[config.mk]
export PLATFORM = sky130hd
export DESIGN_NAME = spi_pwm_host
export DESIGN_NICKNAME = d
export VERILOG_FILES = /design/src/rtl/spi_pwm_pkg.sv /design/src/rtl/spi_half_timer.sv /design/src/rtl/spi_pwm_host.sv
export SDC_FILE = /design/constraint.sdc
export NUM_CORES = 1
export LEC_CHECK = 0
export ABC_CLOCK_PERIOD_IN_PS = 5120
export BUFFER_PORTS_ARGS = -buffer_cell sky130_fd_sc_hd__buf_2
export CORE_MARGIN = 3
export CORE_UTILIZATION = 30
export CTS_BUF_LIST = sky130_fd_sc_hd__clkbuf_4 sky130_fd_sc_hd__clkbuf_8
export DETAILED_ROUTE_END_ITERATION = 8
export SETUP_SLACK_MARGIN = 0.3
export SYNTH_ARGS = -nofsm -noshare
export SYNTH_HDL_FRONTEND = slang
export SYNTH_SLANG_ARGS = --single-unit
[constraint.sdc]
create_clock -name clk -period 5.12 [get_ports clk]
set_input_delay 1.024 -clock clk [delete_from_list [all_inputs] [get_ports clk]]
set_output_delay 1.024 -clock clk [all_outputs]
set_load 0.05 [all_outputs]
[src/rtl/spi_pwm_pkg.sv]
// Shared definitions for the SPI PWM host: FSM states, command layout and frame length.
package spi_pwm_pkg;

  typedef enum logic [2:0] {
    StIdle,
    StSetup,
    StLow,
    StHigh,
    StTail,
    StDone
  } state_e;

  // Bit positions inside the command byte (byte0).
  localparam int unsigned WRITE_BIT = 7;
  localparam int unsigned ADDR_BIT  = 0;

  // Bits per transaction and index of the last one.
  localparam int unsigned TXN_BITS = 16;
  localparam int unsigned LAST_BIT = TXN_BITS - 1;

  // Builds the 16-bit MOSI frame; the data byte is zero on a read.
  function automatic logic [TXN_BITS-1:0] build_frame(input logic       write,
                                                      input logic       addr,
                                                      input logic [7:0] data);
    logic [7:0] cmd;
    cmd            = 8'h00;
    cmd[WRITE_BIT] = write;
    cmd[ADDR_BIT]  = addr;
    return {cmd, (write ? data : 8'h00)};
  endfunction

endpackage

[src/rtl/spi_half_timer.sv]
// Phase timer: counts HALF cycles while enabled and strobes done on the last one.
module spi_half_timer #(
  parameter int unsigned HALF = 4
) (
  input  logic clk,
  input  logic reset,
  input  logic en,
  output logic done
);

  localparam logic [7:0] LastCnt = 8'(HALF - 1);

  logic [7:0] cnt_q, cnt_d;

  // Count up while enabled; wrap to 0 at the end of every phase or when disabled.
  always_comb begin
    done  = en && (cnt_q == LastCnt);
    cnt_d = cnt_q;
    if (!en || done) begin
      cnt_d = 8'h00;
    end else begin
      cnt_d = cnt_q + 8'h01;
    end
  end

  // Phase counter register.
  always_ff @(posedge clk) begin
    if (reset) begin
      cnt_q <= 8'h00;
    end else begin
      cnt_q <= cnt_d;
    end
  end

endmodule

[src/rtl/spi_pwm_host.sv]
// SPI host for a two-channel PWM responder: one 16-bit read or write per command.
module spi_pwm_host
  import spi_pwm_pkg::*;
#(
  parameter int unsigned HALF = 4
) (
  input  logic       clk,
  input  logic       reset,
  input  logic       req_valid,
  output logic       req_ready,
  input  logic       req_write,
  input  logic       req_addr,
  input  logic [7:0] req_data,
  output logic       rsp_valid,
  output logic [7:0] rsp_data,
  output logic       sclk,
  output logic       cs_n,
  output logic       mosi,
  input  logic       miso
);

  state_e              state_q, state_d;
  logic [3:0]          bit_q, bit_d;
  logic [TXN_BITS-1:0] tx_q, tx_d;
  logic                write_q, write_d;
  logic [7:0]          rx_q, rx_d;
  logic [7:0]          rsp_data_q, rsp_data_d;
  logic                sync1_q, sync2_q;
  logic                timer_en;
  logic                phase_done;

  // Every state except IDLE and DONE is timed by the half-period counter.
  assign timer_en = (state_q != StIdle) && (state_q != StDone);

  spi_half_timer #(
    .HALF(HALF)
  ) u_timer (
    .clk  (clk),
    .reset(reset),
    .en   (timer_en),
    .done (phase_done)
  );

  // Two-flop synchronizer for the asynchronous miso input.
  always_ff @(posedge clk) begin
    if (reset) begin
      sync1_q <= 1'b0;
      sync2_q <= 1'b0;
    end else begin
      sync1_q <= miso;
      sync2_q <= sync1_q;
    end
  end

  // Next-state logic: transaction sequencing, MOSI shifting and MISO capture.
  always_comb begin
    state_d    = state_q;
    bit_d      = bit_q;
    tx_d       = tx_q;
    write_d    = write_q;
    rx_d       = rx_q;
    rsp_data_d = rsp_data_q;
    unique case (state_q)
      StIdle: begin
        if (req_valid) begin
          state_d = StSetup;
          write_d = req_write;
          tx_d    = build_frame(req_write, req_addr, req_data);
          rx_d    = 8'h00;
          bit_d   = 4'd0;
        end
      end
      StSetup: begin
        if (phase_done) state_d = StLow;
      end
      StLow: begin
        if (phase_done) state_d = StHigh;
      end
      StHigh: begin
        if (phase_done) begin
          // Second byte carries the read data, LSB first.
          if (bit_q[3]) rx_d = {sync2_q, rx_q[7:1]};
          tx_d = {tx_q[TXN_BITS-2:0], 1'b0};
          if (bit_q == 4'(LAST_BIT)) begin
            state_d = StTail;
          end else begin
            bit_d   = bit_q + 4'd1;
            state_d = StLow;
          end
        end
      end
      StTail: begin
        if (phase_done) begin
          state_d    = StDone;
          rsp_data_d = write_q ? 8'h00 : rx_q;
        end
      end
      StDone: begin
        state_d = StIdle;
      end
      default: begin
        state_d = StIdle;
      end
    endcase
  end

  // State and datapath registers.
  always_ff @(posedge clk) begin
    if (reset) begin
      state_q    <= StIdle;
      bit_q      <= 4'd0;
      tx_q       <= '0;
      write_q    <= 1'b0;
      rx_q       <= 8'h00;
      rsp_data_q <= 8'h00;
    end else begin
      state_q    <= state_d;
      bit_q      <= bit_d;
      tx_q       <= tx_d;
      write_q    <= write_d;
      rx_q       <= rx_d;
      rsp_data_q <= rsp_data_d;
    end
  end

  // Outputs decoded from state; handshake outputs are held off while reset is high.
  always_comb begin
    req_ready = (state_q == StIdle) && !reset;
    rsp_valid = (state_q == StDone) && !reset;
    cs_n      = !((state_q == StSetup) || (state_q == StLow) ||
                  (state_q == StHigh)  || (state_q == StTail));
    sclk      = (state_q == StHigh);
    mosi      = ((state_q == StLow) || (state_q == StHigh)) && tx_q[TXN_BITS-1];
    rsp_data  = rsp_data_q;
  end

endmodule

# == Word level (Yosys, flattened, before mapping) ==
# Cells that the tools add are included.
# totals
ff_bits,50
in_bits,14
out_inout_bits,13
wordCells,69
# classes
addsub,2
n_eq_ne,15
muxes,20
n_reduce_logical,23
# ops
operator,n
8-bit two-way mux,5
16-bit two-way mux,2
16-bit case mux with 2 select lines,1
3-bit two-way mux,6
8-bit case mux with 2 select lines,1
3-bit case mux with 5 select lines,1
4-bit two-way mux,3
2-bit != test (second input constant),5
8-bit by 1-bit adder with 8-bit output (second input constant),1
8-bit by 2-bit equality test with 1-bit output (second input constant),1
4-bit case mux with 2 select lines,1
4-bit AND reduction,2
3-bit by 2-bit equality test with 1-bit output (second input constant),2
3-bit equality test (second input constant),2
1-bit logical AND,5
1-bit logical OR,5
5-bit AND reduction,1
4-bit by 1-bit adder with 4-bit output (second input constant),1
4-bit equality test (second input constant),1
2-bit by 1-bit != test with 1-bit output (second input constant),2
2-bit AND reduction,2
3-bit by 1-bit equality test with 1-bit output (second input constant),1
1-bit logical NOT,3
3-bit logical NOT,1
other kinds (5),5

# == Logic depth before layout (Yosys ltp) ==
# Gate-level depths: netlist (run 1).
# depth
ltp_word,5
ltp_mapped,7
ltp_nobuf,5

# == Cells and area by module ==
# From an unflattened synthesis (run 1), not the netlist that was laid out.
# unflattened
cells_unflattened,258
area_unflattened_um2,2279.7
# modules_own_cells
mod,n_inst,cells_per_inst,area_per_inst_um2,seq_area_each_um2
spi_pwm_host,1,219,1931.9,840.8
spi_half_timer,1,39,347.8,160.2

# == Worst setup path after synthesis (run 1) ==
# OpenSTA, ideal clock, no wires.
# synth_timing
path_type,input-to-output
startpoint,input port reset
endpoint,output port rsp_valid
t_arrival_ns,2.963
t_required_ns,4.096
setup_slack_ns,1.133
stages,3
n_path_buf,2
cell_sequence,buf_6 > clkbuf_1 > nor4b_1
# synth_between
elab_chain_cells,2
# synth_lines
element,line_no,source
start: declaration,spi_pwm_host.sv:8,"input logic reset,"
1-bit logical NOT,spi_pwm_host.sv:129,rsp_valid = (state_q == StDone) && !reset;
1-bit logical AND,spi_pwm_host.sv:129,
end: declaration,spi_pwm_host.sv:14,"output logic rsp_valid,"
# No other way between the ends.

# == Worst setup path in the final report (run 1) ==
# Ends and elaborated chain as after synthesis.

==> impl_metrics.env, run 1 <==
export IMPL_crit_required_ns=4.10
export IMPL_wl_met3_um=199
export IMPL_cts_tree="built"
export IMPL_clk_pin_slew_worst_paths_ns=0.09
export IMPL_fmaxAchievable_ghz=0.3215
export IMPL_drc_errors=0
export IMPL_first_global_vias=1746
export IMPL_via_per_inst=5.054
export IMPL_cts_resized_gates=0
export IMPL_fin_tns_setup_ns=0
export IMPL_yosysTopAreaCellShare_pct=44.84
export IMPL_wl_met2_um=2118
export IMPL_cp_end_kind="primary output"
export IMPL_via_count=1870
export IMPL_rows=30
export IMPL_nNetsFinal=289
export IMPL_irDropWorstVdd_uv=116.0
export IMPL_preCtsSetupSlack_ns=2.020
export IMPL_syn_area_um2=2232
export IMPL_grtUsageTotal_pct=11.13
export IMPL_finalCritPeriodShare_pct=60.75
export IMPL_syn_area_per_cell_um2=8.685
export IMPL_ys_warn_count=0
export IMPL_leakage_nw=0.8631
export IMPL_maxCapViolations=0
export IMPL_antenna_found_initial=0
export IMPL_finalHoldViolations=0
export IMPL_power_density_nw_per_um2=294.3
export IMPL_fill_cells=748
export IMPL_start_util_pct=31.80
export IMPL_slew_violations=0
export IMPL_rr_startpoint="state_q[2]"
export IMPL_tightest_slew_ns=1.039
export IMPL_min_delay_start="sync1_q"
export IMPL_ys_seq_elements=50
export IMPL_cts_max_path_buffers=2
export IMPL_worstSetupPathType="in -> out"
export IMPL_ys_types=48
export IMPL_startpoint_type="input pin"
export IMPL_arrival_ns=2.09
export IMPL_diodes=0
export IMPL_synth_top_area_cell="dfxtp_1"
export IMPL_grt_max_degree=47
export IMPL_ant_nets=0
export IMPL_wl_met1_um=2257
export IMPL_cts_sinks=50
export IMPL_drt_iter0_drc=87
export IMPL_wl_per_cell_um=12.48
export IMPL_drt_total_wl_um=4616
export IMPL_die_x_um=92.26
export IMPL_core_um2=7019
export IMPL_chipHeight_um=92.26
export IMPL_root_buffer="clkbuf_8"
export IMPL_first_pass_iters=5
export IMPL_postCtsHoldBufs=0
export IMPL_regArea_um2=1001
export IMPL_cts_buffers=5
export IMPL_status="completed"
export IMPL_clk_latency_ns=0.30
export IMPL_synthArstFlopShare_pct=0
export IMPL_clock_skew_ns=0.005676
export IMPL_dpl_hpwl_um=3055
export IMPL_hp_class="reg -> reg"
export IMPL_setup_slack_ns=2.009
export IMPL_htree_levels=2
export IMPL_ys_flop_type="dfxtp_1"
export IMPL_postCtsSetupBuffers=0
export IMPL_drive_gt1_share_pct=19.34
export IMPL_synth_enable_flop_cells=0
export IMPL_portBuffers=26
export IMPL_areaGrowthSynthToFinish_pct=11.44
export IMPL_num_io_pins=27
export IMPL_multi_input_area_um2=1104
export IMPL_netlist_instances=257
export IMPL_synthMostInstantiatedCell="dfxtp_1"
export IMPL_worstPathMaxFanout=46
export IMPL_grt_pass1_wl_um=7976
export IMPL_whs_ns=0.4513
export IMPL_layout_min_cycle_time_ns=3.111
export IMPL_synth_nets=273
export IMPL_setup_viol=0
export IMPL_top_layer_used="met4"
export IMPL_grt_ovfl_total=0
export IMPL_relSlewSlack_pct=29.78
export IMPL_yosys_top_cells_area="dfxtp_1 45%, nand3_1 7.4%, a21oi_1 6.3%, nand2_1 5.4%, nor2_1 4.0%"
export IMPL_synthTopCellsByCount="50 x dfxtp_1, 33 x nand3_1, 32 x nand2_1"
export IMPL_crit_path_start="reset"
export IMPL_ys_seq_area_share_pct=44.84
export IMPL_gp_congestion=0.7724
export IMPL_dieArea_um2=8512
export IMPL_rsz0062_at_grt="false"
[flip-flops by register name, indices dropped and copies added, names as in the netlist]
name	cells
bit_q	4
sync1_q	1
u_timer.cnt_q	8
write_q	1
rsp_data	8
sync2_q	1
state_q	3
rx_q	8
tx_q	16
[worst max-delay path: stages]
cell	delay, ns
buf_2	0.36
nor4b_1	0.36
buf_2	0.32
[final cells by class]
type                       count  area share (%)
clock buffer                   5           2.767
clock inverter                 3           1.811
inverter                       3          0.4527
multi-input combinational    186           44.37
sequential                    50           40.24
tap                           96           4.829
timing repair buffer          27           5.533
[per-stage QoR]
stage | instances | utilization [%] | power (mW) | instance area [um^2]
final | 370 | 35.44 | 0.7320 | 2487
after global routing | 370 | 35.44 | 0.7636 | 2487
after CTS | 370 | 35.44 | 0.7408 | 2487
after detailed placement | 362 | 33.81 | 0.4640 | 2374
after global placement | 362 | 33.81 | 0.4637 | 2374
after floorplan | 257 | - | 0.4547 | 2232
[logic make-up after synthesis]
family	share of synthesized area [%]
adders and majority gates	1.121
xor gates and xnor gates	3.139
AOI/OAI and AO/OA	14.97
buffers and inverters	5.717
DFF	44.84
and+or+nand+nor	30.21
[where the power goes]
part           internal [mW]  total, mW  switching (mW)
Clock                  0.145      0.277           0.132
Combinational         0.0169     0.0506          0.0338
Sequential             0.398      0.404         0.00650
[metal layers]
metal	up-vias	track usage [%]
met3	2	2.543
met2	35	18.86
met4	0	2.970
li1	952	-
met1	881	14.20
met5	-	0
[path summary, 6_finish.rpt]
check / end / slack [ns] / cells after the start
worst max-delay path: rsp_valid / 2.01 / 3
worst min-delay path: sync2_q / 0.45 / 1
worst max register to register: rx_q[5] / 2.63 / 6
worst min register to register: sync2_q / 0.45 / 1
[layout by cell type (no fill, tap or decap), types with 2 or more instances in the layout]
master / count
buf_2: 26
dfxtp_1: 50
xor2_1: 4
xnor2_1: 4
inv_1: 3
o21ai_0: 2
nor4_1: 3
nor2_1: 24
a31oi_1: 4
nor3_1: 2
ha_1: 2
a21oi_1: 28
nor4b_1: 2
clkbuf_8: 5
nand3_1: 33
clkinvlp_4: 2
nor2b_1: 2
nand2b_1: 2
or3b_2: 8
a311oi_1: 9
and3_1: 2
nand2_1: 32
No activity file was read; power rests on OpenSTA's default activity.
==> run 2: changes to the inputs <==
--- a/config.mk
+++ b/config.mk
@@ -5,7 +5,7 @@
 export SDC_FILE = /design/constraint.sdc
 export NUM_CORES = 1
 export LEC_CHECK = 0
-export ABC_CLOCK_PERIOD_IN_PS = 5120
+export ABC_CLOCK_PERIOD_IN_PS = 2600
 export BUFFER_PORTS_ARGS = -buffer_cell sky130_fd_sc_hd__buf_2
 export CORE_MARGIN = 3
 export CORE_UTILIZATION = 30
==> constraint.sdc (replaced) <==
create_clock -name clk -period 2.6 [get_ports clk]
set_input_delay 0.52 -clock clk [delete_from_list [all_inputs] [get_ports clk]]
set_output_delay 0.52 -clock clk [all_outputs]
set_load 0.05 [all_outputs]
==> impl_metrics.env, run 2 (synthesized netlist as in run 1, its figures left out) <==
export IMPL_preCtsSetupSlack_ns=0.4319
export IMPL_setup_slack_ns=0.4410
export IMPL_clkPwrFrac_pct=32.9
export IMPL_worstSetupPathType="reg -> out"
export IMPL_crit_required_ns=2.08
export IMPL_htree_levels=2
export IMPL_clock_skew_ns=0.004800
export IMPL_mostFrequentLayoutCells="49 x dfxtp_1, 33 x nand3_1, 32 x nand2_1"
export IMPL_first_pass_iters=4
export IMPL_start_util_pct=31.80
export IMPL_irDropWorstVdd_uv=167.1
export IMPL_status="completed"
export IMPL_clk_pin_slew_worst_paths_ns=0.08
export IMPL_final_common_cell="dfxtp_1"
export IMPL_fin_tns_setup_ns=0
export IMPL_gp_congestion=0.7163
export IMPL_root_buffer="clkbuf_8"
export IMPL_intPower_mw=1.028
export IMPL_chipHeight_um=92.26
export IMPL_cts_tree="built"
export IMPL_cp_end_kind="primary output"
export IMPL_regArea_um2=1002
export IMPL_fmaxAchievable_ghz=0.4632
export IMPL_drive_gt1_share_pct=22.42
export IMPL_leakage_nw=0.9023
export IMPL_portBuffers=26
export IMPL_rows=30
export IMPL_grt_max_degree=28
export IMPL_grtUsageTotal_pct=11.37
export IMPL_finalCritPeriodShare_pct=83.04
export IMPL_setup_viol=0
export IMPL_cts_sinks=50
export IMPL_dpl_hpwl_um=3230
export IMPL_finalHoldViolations=0
export IMPL_combinationalPowerShare_pct=8.0
export IMPL_power_switching_share_pct=23.66
export IMPL_tightest_slew_ns=0.7172
export IMPL_drt_iter0_drc=77
export IMPL_arrival_ns=1.64
export IMPL_die_x_um=92.26
export IMPL_relSlewSlack_pct=51.56
export IMPL_maxCapViolations=0
export IMPL_antenna_found_initial=0
export IMPL_clk_latency_ns=0.29
export IMPL_seq_power_share_pct=59.1
export IMPL_layout_min_cycle_time_ns=2.159
export IMPL_fill_cells=738
export IMPL_multi_input_area_um2=1116
export IMPL_first_global_vias=1770
export IMPL_drt_total_wl_um=4716
export IMPL_areaGrowthSynthToFinish_pct=13.68
export IMPL_slew_violations=0
export IMPL_hp_class="in -> reg"
export IMPL_startpoint_type="flop"
export IMPL_rsz0062_at_grt="false"
export IMPL_largest_reg_flops=16
export IMPL_ant_nets=0
export IMPL_cts_buffers=5
export IMPL_nNetsFinal=298
export IMPL_diodes=0
export IMPL_via_count=1898
export IMPL_switchingPower_mw=0.3185
export IMPL_wl_per_cell_um=12.51
export IMPL_core_um2=7019
export IMPL_worstPathMaxFanout=11
export IMPL_cts_max_path_buffers=2
export IMPL_num_io_pins=27
export IMPL_grt_pass1_wl_um=8079
export IMPL_dieArea_um2=8512
export IMPL_drc_errors=0
export IMPL_grt_ovfl_total=0
export IMPL_regMostFlops="tx_q"
export IMPL_via_per_inst=5.034
export IMPL_power_density_nw_per_um2=530.5
## run 2: area by class of cell
class                      instances  share of cell area (%)
clock buffer                       6                   3.254
inverter                           3                  0.4438
multi-input combinational        186                   43.98
sequential                        50                   39.50
tap                               96                   4.734
timing repair buffer              36                   8.087
## run 2: worst paths after layout
kind / startpoint / to / slack (ns) / cells after the start
max: state_q[0] / sclk / 0.44 / 3
min: miso / sync1_q / 0.43 / 2
max reg2reg: state_q[0] / rx_q[2] / 0.51 / 6
min reg2reg: sync1_q / sync2_q / 0.44 / 1
## run 2: worst max-delay path, stage by stage, from the launching register on
cell      delay [ns]
dfxtp_1         0.55
nand3b_1        0.15
inv_1           0.31
buf_2           0.34
## run 2: through the flow
| step | hold WS, ns | cells | util (%) | power (mW) | instance area [um^2] |
|---|---|---|---|---|---|
| 6_report | 0.4329 | 377 | 36.15 | 1.346 | 2537 |
| 5_1_grt | 0.4347 | 377 | 36.15 | 1.408 | 2537 |
| 4_1_cts | 0.4247 | 375 | 35.92 | 1.358 | 2521 |
| 3_5_place_dp | 0.4247 | 369 | 34.74 | 0.9193 | 2439 |
| 3_3_place_gp | 0.4157 | 369 | 34.74 | 0.9172 | 2439 |
| 2_1_floorplan | 0.4138 | 257 | - | 0.8967 | 2245 |
## run 2: power by group through the flow
stage | combinational (mW) | clock [mW] | sequential, mW
final | 0.108 | 0.442 | 0.796
after global routing | 0.119 | 0.489 | 0.800
after CTS | 0.105 | 0.457 | 0.796
after detailed placement | 0.105 | 0 | 0.814
after global placement | 0.103 | 0 | 0.814
after floorplan | 0.0886 | 0 | 0.808
## run 2: what timing repair did
| action | 4_1_cts | 5_1_grt |
|---|---|---|
| hold buffers | 0 | 0 |
| setup endpoints to repair | 0 | 7 |
| buffers inserted | 0 | 2 |
| gates resized for setup | 0 | 1 |
## run 2: per-layer routing
layer / global-route usage, % / vias up / wire, um
li1: - / 970 / -
met1: 14.47 / 885 / 2292
met2: 18.73 / 39 / 2191
met3: 2.379 / 4 / 179
met4: 4.455 / 0 / 53
met5: 0 / - / 0
